$ cat src/rtl/sd_pkg.sv
// Shared types and constants for the SD command-line engine: response kinds,
// FSM states, frame lengths, error-bit positions and the CRC7 step function.
package sd_pkg;

    typedef enum logic [1:0] {
        RESP_NONE        = 2'd0,
        RESP_SHORT       = 2'd1,
        RESP_SHORT_NOCRC = 2'd2,
        RESP_LONG        = 2'd3
    } resp_type_e;

    typedef enum logic [2:0] {
        ST_IDLE = 3'd0,
        ST_SEND = 3'd1,
        ST_WAIT = 3'd2,
        ST_RECV = 3'd3,
        ST_GAP  = 3'd4
    } state_e;

    localparam logic [6:0]  CRC7_POLY = 7'h09;
    localparam int unsigned CMD_LEN   = 48;
    localparam int unsigned SHORT_LEN = 48;
    localparam int unsigned LONG_LEN  = 136;
    localparam int unsigned CRC_BITS  = 40;

    localparam int unsigned ERR_TIMEOUT = 0;
    localparam int unsigned ERR_CRC     = 1;
    localparam int unsigned ERR_IDX     = 2;

    function automatic logic [6:0] crc7_next(logic [6:0] crc, logic din);
        logic fb;
        fb = din ^ crc[6];
        return {crc[5:0], 1'b0} ^ (fb ? CRC7_POLY : 7'h00);
    endfunction

endpackage

$ cat src/rtl/sd_cmd_engine_if.sv
// Command/response handshake between sd_fsm (master) and the command engine (slave).
interface sd_cmd_engine_if;

    logic         cmd_valid;
    logic         cmd_ready;
    logic [5:0]   cmd_index;
    logic [31:0]  cmd_arg;
    logic [1:0]   resp_type;
    logic         resp_valid;
    logic [126:0] resp_data;
    logic [2:0]   resp_err;

    modport master (
        output cmd_valid, cmd_index, cmd_arg, resp_type,
        input  cmd_ready, resp_valid, resp_data, resp_err
    );

    modport slave (
        input  cmd_valid, cmd_index, cmd_arg, resp_type,
        output cmd_ready, resp_valid, resp_data, resp_err
    );

endinterface

$ cat src/rtl/sd_crc7.sv
// Bit-serial CRC7 (x^7 + x^3 + 1) with synchronous clear and enable.
module sd_crc7
    import sd_pkg::*;
(
    input  logic       clk,
    input  logic       resetn,
    input  logic       clr,
    input  logic       en,
    input  logic       din,
    output logic [6:0] crc
);

    always_ff @(posedge clk) begin
        if (!resetn) begin
            crc <= '0;
        end else if (clr) begin
            crc <= '0;
        end else if (en) begin
            crc <= crc7_next(crc, din);
        end
    end

endmodule

$ cat src/rtl/sd_cmd_engine.sv
// SD CMD-line engine: SD_CLK divider, 48-bit command serialiser with CRC7, and
// none/short/long response capture with timeout, CRC, index and end-bit checks.
module sd_cmd_engine
    import sd_pkg::*;
#(
    parameter int unsigned DIV_W   = 16,
    parameter int unsigned NCR_MAX = 64,
    parameter int unsigned NCC     = 8
) (
    input  logic             ex_clk,
    input  logic             ex_resetn,
    input  logic [DIV_W-1:0] clk_div,
    sd_cmd_engine_if.slave   cmd,
    output logic             sd_clk,
    output logic             sd_cmd_out,
    output logic             sd_cmd_oe,
    input  logic             sd_cmd_in
);

    localparam int unsigned WAIT_W = $clog2(NCR_MAX + 1);
    localparam int unsigned GAP_W  = $clog2(NCC + 1);

    logic [DIV_W-1:0] div_cnt;
    logic             wrap, rise_en, fall_en;

    state_e       state, state_n;
    resp_type_e   type_q;
    logic [5:0]   idx_q;
    logic [39:0]  tx_sr;
    logic [126:0] rx_sr;
    logic [127:0] rx_next;
    logic [7:0]   bit_cnt;
    logic [WAIT_W-1:0] wait_cnt;
    logic [GAP_W-1:0]  gap_cnt;
    logic         accept, rx_last;
    logic         tx_crc_en, rx_crc_en;
    logic [6:0]   tx_crc, rx_crc;
    logic [2:0]   crc_idx;

    // ">=" so a clk_div lowered below the running count still wraps promptly.
    assign wrap    = (div_cnt >= clk_div);
    assign rise_en = wrap && !sd_clk;
    assign fall_en = wrap && sd_clk;

    always_ff @(posedge ex_clk) begin
        if (!ex_resetn) begin
            div_cnt <= '0;
            sd_clk  <= 1'b0;
        end else if (wrap) begin
            div_cnt <= '0;
            sd_clk  <= ~sd_clk;
        end else begin
            div_cnt <= div_cnt + 1'b1;
        end
    end

    assign accept        = cmd.cmd_valid && cmd.cmd_ready;
    assign cmd.cmd_ready = (state == ST_IDLE);
    assign rx_next       = {rx_sr, sd_cmd_in};
    assign rx_last       = (type_q == RESP_LONG) ? (bit_cnt == 8'(LONG_LEN - 1))
                                                 : (bit_cnt == 8'(SHORT_LEN - 1));
    // Bits 40..46 of the frame carry crc[6]..crc[0].
    assign crc_idx       = 3'd6 - bit_cnt[2:0];

    assign tx_crc_en = (state == ST_SEND) && fall_en && (bit_cnt < 8'(CRC_BITS));
    assign rx_crc_en = (state == ST_RECV) && rise_en &&
                       ((type_q == RESP_LONG) ? (bit_cnt >= 8'd8 && bit_cnt <= 8'd127)
                                              : (bit_cnt < 8'(CRC_BITS)));

    sd_crc7 u_tx_crc (
        .clk    (ex_clk),
        .resetn (ex_resetn),
        .clr    (accept),
        .en     (tx_crc_en),
        .din    (tx_sr[39]),
        .crc    (tx_crc)
    );

    sd_crc7 u_rx_crc (
        .clk    (ex_clk),
        .resetn (ex_resetn),
        .clr    (accept),
        .en     (rx_crc_en),
        .din    (sd_cmd_in),
        .crc    (rx_crc)
    );

    always_ff @(posedge ex_clk) begin
        if (!ex_resetn) begin
            state <= ST_IDLE;
        end else begin
            state <= state_n;
        end
    end

    always_comb begin
        state_n = state;
        case (state)
            ST_IDLE: if (accept) state_n = ST_SEND;
            ST_SEND: if (fall_en && bit_cnt == 8'(CMD_LEN))
                         state_n = (type_q == RESP_NONE) ? ST_GAP : ST_WAIT;
            ST_WAIT: if (rise_en) begin
                         if (!sd_cmd_in)
                             state_n = ST_RECV;
                         else if (wait_cnt == WAIT_W'(NCR_MAX - 1))
                             state_n = ST_GAP;
                     end
            ST_RECV: if (rise_en && rx_last) state_n = ST_GAP;
            ST_GAP:  if (rise_en && gap_cnt == GAP_W'(NCC - 1)) state_n = ST_IDLE;
            default: state_n = ST_IDLE;
        endcase
    end

    always_ff @(posedge ex_clk) begin
        if (!ex_resetn) begin
            type_q         <= RESP_NONE;
            idx_q          <= '0;
            tx_sr          <= '0;
            rx_sr          <= '0;
            bit_cnt        <= '0;
            wait_cnt       <= '0;
            gap_cnt        <= '0;
            sd_cmd_out     <= 1'b1;
            sd_cmd_oe      <= 1'b0;
            cmd.resp_valid <= 1'b0;
            cmd.resp_data  <= '0;
            cmd.resp_err   <= '0;
        end else begin
            cmd.resp_valid <= 1'b0;
            case (state)
                ST_IDLE: if (accept) begin
                    type_q        <= resp_type_e'(cmd.resp_type);
                    idx_q         <= cmd.cmd_index;
                    tx_sr         <= {2'b01, cmd.cmd_index, cmd.cmd_arg};
                    bit_cnt       <= '0;
                    wait_cnt      <= '0;
                    gap_cnt       <= '0;
                    cmd.resp_data <= '0;
                    cmd.resp_err  <= '0;
                end
                ST_SEND: if (fall_en) begin
                    bit_cnt <= bit_cnt + 8'd1;
                    if (bit_cnt < 8'(CRC_BITS)) begin
                        sd_cmd_oe  <= 1'b1;
                        sd_cmd_out <= tx_sr[39];
                        tx_sr      <= {tx_sr[38:0], 1'b0};
                    end else if (bit_cnt < 8'(CMD_LEN - 1)) begin
                        sd_cmd_out <= tx_crc[crc_idx];
                    end else if (bit_cnt == 8'(CMD_LEN - 1)) begin
                        sd_cmd_out <= 1'b1;
                    end else begin
                        sd_cmd_oe  <= 1'b0;
                        sd_cmd_out <= 1'b1;
                        bit_cnt    <= '0;
                    end
                end
                ST_WAIT: if (rise_en) begin
                    if (!sd_cmd_in) begin
                        rx_sr   <= '0;
                        bit_cnt <= 8'd1;
                    end else if (wait_cnt == WAIT_W'(NCR_MAX - 1)) begin
                        cmd.resp_err[ERR_TIMEOUT] <= 1'b1;
                    end else begin
                        wait_cnt <= wait_cnt + 1'b1;
                    end
                end
                ST_RECV: if (rise_en) begin
                    rx_sr   <= rx_next[126:0];
                    bit_cnt <= bit_cnt + 8'd1;
                    if (rx_last) begin
                        // rx_next holds the whole frame with the end bit at [0].
                        if (type_q == RESP_LONG) begin
                            cmd.resp_data         <= rx_next[127:1];
                            cmd.resp_err[ERR_CRC] <= (rx_crc != rx_next[7:1]);
                            cmd.resp_err[ERR_IDX] <= !rx_next[0];
                        end else begin
                            cmd.resp_data         <= {89'd0, rx_next[45:8]};
                            cmd.resp_err[ERR_CRC] <= (type_q == RESP_SHORT) &&
                                                     (rx_crc != rx_next[7:1]);
                            cmd.resp_err[ERR_IDX] <= !rx_next[0] ||
                                                     ((type_q == RESP_SHORT) &&
                                                      (rx_next[45:40] != idx_q));
                        end
                    end
                end
                ST_GAP: if (rise_en) begin
                    if (gap_cnt == GAP_W'(NCC - 1))
                        cmd.resp_valid <= 1'b1;
                    else
                        gap_cnt <= gap_cnt + 1'b1;
                end
                default: ;
            endcase
        end
    end

endmodule

$ cat src/flat_wrapper.sv
// flat-port wrapper written by rule: the top's interface ports become plain ports
module sd_cmd_engine_flat import sd_pkg::*;
#(
    parameter int unsigned DIV_W   = 16,
    parameter int unsigned NCR_MAX = 64,
    parameter int unsigned NCC     = 8
)
  (ex_clk, ex_resetn, clk_div, sd_clk, sd_cmd_out, sd_cmd_oe, sd_cmd_in, cmd_cmd_valid, cmd_cmd_index, cmd_cmd_arg, cmd_resp_type, cmd_cmd_ready, cmd_resp_valid, cmd_resp_data, cmd_resp_err);
  sd_cmd_engine_if cmd_i ();
  input  logic ex_clk;
  input  logic ex_resetn;
  input  logic [DIV_W-1:0] clk_div;
  output logic sd_clk;
  output logic sd_cmd_out;
  output logic sd_cmd_oe;
  input  logic sd_cmd_in;
  input wire logic [$bits(cmd_i.cmd_valid)-1:0] cmd_cmd_valid;
  input wire logic [$bits(cmd_i.cmd_index)-1:0] cmd_cmd_index;
  input wire logic [$bits(cmd_i.cmd_arg)-1:0] cmd_cmd_arg;
  input wire logic [$bits(cmd_i.resp_type)-1:0] cmd_resp_type;
  output wire logic [$bits(cmd_i.cmd_ready)-1:0] cmd_cmd_ready;
  output wire logic [$bits(cmd_i.resp_valid)-1:0] cmd_resp_valid;
  output wire logic [$bits(cmd_i.resp_data)-1:0] cmd_resp_data;
  output wire logic [$bits(cmd_i.resp_err)-1:0] cmd_resp_err;
  assign cmd_i.cmd_valid = cmd_cmd_valid;
  assign cmd_i.cmd_index = cmd_cmd_index;
  assign cmd_i.cmd_arg = cmd_cmd_arg;
  assign cmd_i.resp_type = cmd_resp_type;
  assign cmd_cmd_ready = cmd_i.cmd_ready;
  assign cmd_resp_valid = cmd_i.resp_valid;
  assign cmd_resp_data = cmd_i.resp_data;
  assign cmd_resp_err = cmd_i.resp_err;
  sd_cmd_engine #(.DIV_W(DIV_W), .NCR_MAX(NCR_MAX), .NCC(NCC)) u_core (.ex_clk(ex_clk), .ex_resetn(ex_resetn), .clk_div(clk_div), .cmd(cmd_i), .sd_clk(sd_clk), .sd_cmd_out(sd_cmd_out), .sd_cmd_oe(sd_cmd_oe), .sd_cmd_in(sd_cmd_in));
endmodule
$ cat config.mk
export PLATFORM = sky130hd
export DESIGN_NAME = sd_cmd_engine_flat
export DESIGN_NICKNAME = d
export VERILOG_FILES = /design/src/rtl/sd_pkg.sv /design/src/rtl/sd_cmd_engine_if.sv /design/src/rtl/sd_crc7.sv /design/src/rtl/sd_cmd_engine.sv /design/src/flat_wrapper.sv
export SDC_FILE = /design/constraint.sdc
export NUM_CORES = 1
export LEC_CHECK = 0
export CORE_UTILIZATION = 40
export CTS_CLUSTER_DIAMETER = 150
export DETAILED_ROUTE_END_ITERATION = 8
export GPL_ROUTABILITY_DRIVEN = 0
export SLEW_MARGIN = 20
export SYNTH_ARGS = -nofsm -noshare
export SYNTH_HDL_FRONTEND = slang
export SYNTH_HIERARCHICAL = 1
export SYNTH_SLANG_ARGS = --single-unit
$ cat constraint.sdc
create_clock -name ex_clk -period 4.3 [get_ports ex_clk]
set_input_delay 0.645 -clock ex_clk [delete_from_list [all_inputs] [get_ports ex_clk]]
set_output_delay 0.645 -clock ex_clk [all_outputs]
set_load 0.02 [all_outputs]
==> metrics.md, run 1 <==
| Metric | Value |
|---|---|
| Slew Viols, Final | 0 |
| Max Cap Viol | 0 |
| Setup violations, final | 0 |
| Core area | approximately 0.035 mm2 |
| Status | complete, no violations |
| P_sw | roughly 2.2 mW |
| # hold bufs at CTS | 0 |
| Pwr Density | 468.8 mW/mm2 |
| DRC errors left | 0 |
| Vias | 11.48k |
| HPWL Detailed | 22460 um |
| Worst r2r src | u_core/div_cnt[13] |
| Largest cells by area after synthesis | dfxtp_1 51%, nand3_1 8.1%, a22o_1 7.4% |
| Tot GR Track Use | 19.40% |
| Nets | approximately 1.7k |
| Detail Route Antenna Nets | 0 |
| Initial antenna violation count | 1 |
| Most frequent cell after synthesis | dfxtp_1 |
| Compound-Gate Fraction of Synth Area | 15.94% |
| Die Footprint | approximately 0.036 mm2 |
| Critical Path AT | 3.91 ns |
| Clk slew on worst S/H paths | 0.06 ns |
| Inserted Diodes | 0 |
| Hold-critical path depth | 2 |
| Clock power frac | 45.1% |
| CTS tree | yes |
| Wirelength per Cell | 16.58 um |
| FF-to-FF path depth | 10 |
| Leak | 7.234 nW |
| Initial drt markers | 806 |
| Layout cells sized above 1 | under 10% |
| Area of the multi-input gates | 0.006420 mm2 |
| Core Util, Final | between 50% and 60% |
| Fillers | 3227 |
| Wirelength, routed | 35580 um |
| Slowest CP cell | or4_1 |
| Area growth, synth to finish | 27.38% |
| Vias in the first global route | 10.95k |
| Worst endpoint required time | 4.71 ns |
| Sequential fraction of the synthesis area | 50.72% |
| Maximum clock rate | 286.2 MHz |
| XOR/XNOR Fraction of Synth Area | 2.028% |
| Syn_area_per_cell | slightly above 9 um2 |
| Resized cells post-CTS | 0 |
| Register area | 0.007227 mm2 |
| First-pass GRT wire length | 58160 um |
| Starting Density | between 40% and 50% |
| Placed insts | 2074 |
| Crit-path max FO | 79 |
| Area leader, netlist | dfxtp_1 |
| Root Driver | clkbuf_16 |
| CP cell instances | clkdlybuf4s50_1, inv_1, ha_1, nand4_1, or4_1, o32a_1, and3_1, buf_4, o31ai_4, buf_12, nor2_1, a211oi_1 |
| Row count | 68 |
| Slowest stage delay, CP | roughly 0.54 ns |
| Critical path type | primary input to register |
| Type of origin of the critical path | primary input |
| First-pass DRT Iterations | 5 |
| Htree depth | 2 |
| Reg2Reg Setup Slack | 1.08 ns |
| Worst hold margin | 0.4110 ns |
| Worst Setup SP | clk_div[15] |
| Ys Warns | 6 |
| Netlist cell types | 58 |
| Mapped Area | around 0.014 mm2 |
| Simple-gate portion of the synthesized area | 18.46% |
| Adder-cell share of the synthesized area | 1.844% |
| Top cell type's share of synthesized area | 50.72% |
| Comb power frac | 13.0% |
| CTS max path bufs | 3 |
| Clk_skew | around 0.026 ns |
| Top_reg_cell synth | dfxtp_1 |
| Internal Power | 6.355 mW |
| Worst-margin pin slew | about 1 ns |
| Die extent in y | 190.7 um |
| Post-route minimum period | 3.494 ns |
| Gr ovfl total | 0 |
| Terminus of the critical flop-to-flop path | u_core/tx_sr[25] |
| Clk Latency, worst-skew pair | roughly 0.53 ns |
| Clock sinks | 361 |
| Rel. slew slack | 33.06% |
| Mux contribution to synthesized area | 6.410% |
| Switch share | 25.32% |
| Synthesized flop and latch total | about 360 |
| Num CTS Buffers | 39 |
| I/O Pins | 195 |
| Peak supply drop | 0.3415 mV |
| Post-CTS setup buffers | 0 |
| Pin count of the biggest net entering global routing | between 100 and 150 |
| Crit share post-route | between 80 and 90% |
| Post-synth EDFFs | 0 |
| Async SR Flop Fraction | 0% |
| RSZ-0062 raised after global routing | false |
| Top post-synthesis cells by count | 361 x dfxtp_1, 232 x nand3_1, 153 x nand2_1, 120 x a22o_1, 100 x nor2_1 |
| IO Port Bufs | roughly 190 |
| Die width | 190.7 um |
| Cell Count, Final, Fillers Out | around 2.1k |
| Final Hold Vio Count | 0 |
| Worst Hold Class | primary input to register |
| CP endpoint | u_core/tx_sr[25] |
| Seq pwr share | 42.0% |
| Setup TNS Final | 0 ns |
| Vias per cell | 5.350 |
| Type of element capturing the critical path | register |
| Syn Nets | roughly 1.6k |
| Main combinational cell family by area after synthesis | simple AND/OR/NAND/NOR gates |
| Cell count after synthesis | 1524 |
how the worst min path moves through the flow:
stage / startpoint / end
after floorplan: u_core/wait_cnt[6] / u_core/wait_cnt[6]
after global placement: u_core/wait_cnt[6] / u_core/wait_cnt[6]
after detailed placement: u_core/cmd.resp_data[101] / u_core/cmd.resp_data[101]
after CTS: ex_resetn / u_core/sd_cmd_out
after global routing: ex_resetn / u_core/sd_cmd_out
final: ex_resetn / u_core/sd_cmd_out
per-layer routing:
layer	up-vias	routed length (um)	global-route usage, %
met2	223	15760	29.86
met1	5443	17480	27.75
met5	-	13	0
met3	61	1494	2.944
met4	2	827	5.969
li1	5752	-	-
critical path: cells and delay by family:
kind / cells / cell delay (ns)
AO/OA/AOI/OAI: 3 / 0.87
adder cells (fa/ha/maj): 1 / 0.30
buffers and inverters: 4 / 1.03
AND/OR/NAND/NOR: 4 / 1.03
cell type report:
class	count	share of cell area, %
flip-flops and latches	361	39.82
clock buffers	55	6.322
inverters	30	0.6204
multi-input cells	1002	35.37
clock inverters	17	1.944
well taps	455	3.137
repair buffers	226	12.79
cell families after synthesis:
| family | Yosys count |
|---|---|
| xor+xnor | 33 |
| buf+inv | 161 |
| compound gates | 296 |
| fa+ha+maj | 21 |
| flops | 361 |
| simple gates | 562 |
| mux | 90 |
placed cells by master, fill, tap and decap left out, types with 23 or more instances in the layout:
cell             count
dfxtp_1            361
nand3_1            232
clkdlybuf4s50_1    193
nand2_1            152
a22o_1             120
nor2_1              97
mux2i_1             89
a211oi_1            41
clkbuf_16           40
o31ai_1             40
o21ai_0             34
inv_1               29
a21oi_1             28
nand4_1             23
state kept, by name, indices dropped and copies added (netlist names):
name                   count
u_core/bit_cnt             8
u_core/cmd.resp_data     127
u_core/cmd.resp_err        3
u_core/cmd.resp_valid      1
u_core/div_cnt            16
u_core/gap_cnt             4
u_core/idx_q               6
u_core/rx_sr             127
u_core/sd_clk              1
u_core/sd_cmd_oe           1
u_core/sd_cmd_out          1
u_core/state               3
u_core/tx_sr              40
u_core/type_q              2
u_core/u_rx_crc/crc        7
u_core/u_tx_crc/crc        7
u_core/wait_cnt            7
power by group through the flow:
stage               Combinational (mW)  Clock [mW]  Sequential (mW)
finish                            1.10        3.84             3.57
CTS                               1.12        3.93             3.57
global route                      1.22        4.09             3.59
floorplan                        0.830           0             3.61
global placement                  1.10           0             3.64
detailed placement                1.11           0             3.64
through the flow:
stage	cell area [um2]	power [mW]	setup WS [ns]
finish	18150	8.509	0.8056
global route	18150	8.896	0.6306
detailed placement	16650	4.755	0.3072
floorplan	14250	4.439	0.8619
CTS	18150	8.620	0.8270
global placement	16650	4.737	0.3651
(Power assumes the default switching activity.)
==> inputs of run 2 (changes only) <==
==> constraint.sdc (replaced) <==
create_clock -name ex_clk -period 3.45 [get_ports ex_clk]
set_input_delay 0.5175 -clock ex_clk [delete_from_list [all_inputs] [get_ports ex_clk]]
set_output_delay 0.5175 -clock ex_clk [all_outputs]
set_load 0.02 [all_outputs]
==> metrics.md, run 2 (same netlist as run 1, synthesis figures left out) <==
| Metric | Value |
|---|---|
| Post-route minimum period | 3.246 ns |
| Resized cells post-CTS | 0 (unchanged) |
| Max Cap Viol | 0 (unchanged) |
| Row count | 68 (unchanged) |
| RSZ-0062 raised after global routing | false |
| CTS tree | yes |
| Crit share post-route | ~94% |
| CTS max path bufs | 3 (unchanged) |
| Setup violations, final | 0 (unchanged) |
| Peak supply drop | 0.3014 mV (-12%) |
| Core area | 0.03480 mm2 (unchanged) |
| Clk slew on worst S/H paths | 0.06 ns (about the same) |
| Detail Route Antenna Nets | 0 (unchanged) |
| Hold-critical path depth | 2 (unchanged) |
| Final Hold Vio Count | 0 (unchanged) |
| First-pass DRT Iterations | 5 (unchanged) |
| Tot GR Track Use | 19.88% (+0.48 points) |
| Root Driver | clkbuf_16 |
| Worst-margin pin slew | 1.064 ns (+0.05979 ns) |
| GR Util met3 | 3.331% (+0.39 points) |
| Gr ovfl total | 0 (unchanged) |
| Nets | 1775 (+2.0%) |
| M2 GR Usage | 31.51% (+1.7 points) |
| First-pass GRT wire length | 59420 um (+2.2%) |
| Placed cell area | 0.01702 mm2 (+2.2%) |
| Grt peak-use layer | met2 |
| Vias in the first global route | 11.27k (+2.9%) |
| Clk_skew | 0.01619 ns (-0.009476 ns) |
| DRC errors left | 0 (unchanged) |
| Biggest regs | u_core/cmd.resp_data x127, u_core/rx_sr x127, u_core/tx_sr x40 |
| Maximum clock rate | 308.1 MHz |
| Post-CTS setup buffers | 0 (unchanged) |
| Met1 Use GR | 27.70% (-0.051 points) |
| Setup ws final | 0.2039 ns (-0.6017 ns) |
| Cell area after layout | 0.01843 mm2 (+1.5%) |
| Critical path type | primary input to register |
| HPWL Detailed | 23810 um (+6.0%) |
| Vias per cell | 5.364 (+0.27%) |
| Pin count of the biggest net entering global routing | 97 (-28%) |
| Initial antenna violation count | 2 (+1) |
| Slew Viols, Final | 0 (unchanged) |
| Slowest CP cell | or4_1 |
| Die Footprint | 0.03638 mm2 (unchanged) |
| Rel. slew slack | 29.07% (-4.0 points) |
| IO Port Bufs | 194 (unchanged) |
| I/O Pins | 195 (unchanged) |
| Type of origin of the critical path | primary input |
| Die width | 190.7 um (unchanged) |
| Pre-CTS setup slack | -0.3054 ns (-0.6126 ns) |
| Setup TNS Final | 0 ns (unchanged) |
| Critical Path AT | 3.68 ns (-0.23 ns) |
| Fillers | 3199 (-0.87%) |
| Inserted Diodes | 0 (unchanged) |
| Worst hold margin | 0.2433 ns (-0.1677 ns) |
| Crit-path max FO | 23 (-71%) |
| Wirelength per Cell | 16.65 um (+0.42%) |
| Leak | 7.385 nW (+2.1%) |
| Commonest non-fill, non-tap cell in the layout | dfxtp_1 |
| Type of element capturing the critical path | register |
| Num CTS Buffers | 40 (+2.6%) |
| Slowest stage delay, CP | 0.54 ns (about the same) |
| # hold bufs at CTS | 0 (unchanged) |
| Starting Density | 40.95% (unchanged) |
| Worst Hold Class | primary input to register |
| FF-to-FF path depth | 11 (+1) |
| Most frequent cells in the layout | 361 x dfxtp_1, 232 x nand3_1, 193 x clkdlybuf4s50_1, 152 x nand2_1, 120 x a22o_1 |
| Total power | 10.41 mW (+22%) |
| Wirelength, routed | 36290 um (+2.0%) |
| Initial drt markers | 754 (-6.5%) |
| Crit-path most repeated cell | buf_12 |
| Clk Latency, worst-skew pair | 0.52 ns (about the same) |
| Status | complete, no violations |
| Vias | 11.69k (+1.9%) |
| Worst endpoint required time | 3.88 ns (-0.83 ns) |
| Layout cells sized above 1 | 8.928% (+1.8 points) |
| Clock sinks | 361 (unchanged) |
| Area growth, synth to finish | 29.34% |
| Pwr Density | 564.9 mW/mm2 (+20%) |
| Htree depth | 2 (unchanged) |
| CP cell instances | clkdlybuf4s50_1, inv_1, ha_1, nand4_1, or4_1, o32a_1, and3_1, buf_12, o31ai_4, buf_12, buf_12, nor2_1, a211oi_1 |
| Die extent in y | 190.7 um (unchanged) |
run 2: cell count changes in the layout (fill, tap and decap cells not counted):
cell,before,now
clkinv_4,0,1
clkinv_2,4,3
buf_4,21,44
bufinv_16,10,3
clkinvlp_4,1,5
buf_12,11,21
clkbuf_8,9,12
o21ai_1,0,1
inv_6,1,0
o21ai_0,34,33
clkbuf_16,40,42
run 2: worst max-delay path, delay by kind of cell:
kind | cells | cell delay [ns]
buf+inv | 5 | 1.00
compound gates | 3 | 0.85
simple gates | 4 | 0.98
fa+ha+maj | 1 | 0.31
run 2: final timing paths:
kind                                  from                  endpoint  slack [ns]
hold reg to reg   u_core/cmd.resp_data[55]  u_core/cmd.resp_data[55]        0.45
setup reg to reg        u_core/div_cnt[15]           u_core/tx_sr[1]        0.38
hold / removal                   ex_resetn         u_core/sd_cmd_out        0.24
setup / recovery               clk_div[15]           u_core/tx_sr[1]        0.20
run 2: cell type report:
cell class | count | area (um2) | area share, %
Sequential cell | 361 | 7227 | 39.22
Inverter | 30 | 112.6 | 0.6110
Clock buffer | 60 | 1239 | 6.721
Multi-Input combinational cell | 1002 | 6420 | 34.84
Clock inverter | 13 | 167.7 | 0.9098
Timing Repair Buffer | 259 | 2694 | 14.62
Tap cell | 455 | 569.3 | 3.089
run 2: layer usage:
layer / routed length [um] / part of all wire, %
met1: 17520 / 48
met2: 16300 / 45
met3: 1663 / 4.6
met4: 780 / 2.1
met5: 29 / 0.080
run 2: through the flow:
| step | util (%) | std cells |
|---|---|---|
| after global routing | 52.96 | 2180 |
| after floorplan | - | 1524 |
| after global placement | 48.92 | 2107 |
| final | 52.96 | 2180 |
| after detailed placement | 48.92 | 2107 |
| after CTS | 52.96 | 2180 |
run 2: report_power, final:
part / internal, mW / switching, mW
Combinational: 0.629 / 0.903
Clock: 2.72 / 1.71
Sequential: 4.34 / 0.116
Total: 7.68 / 2.73
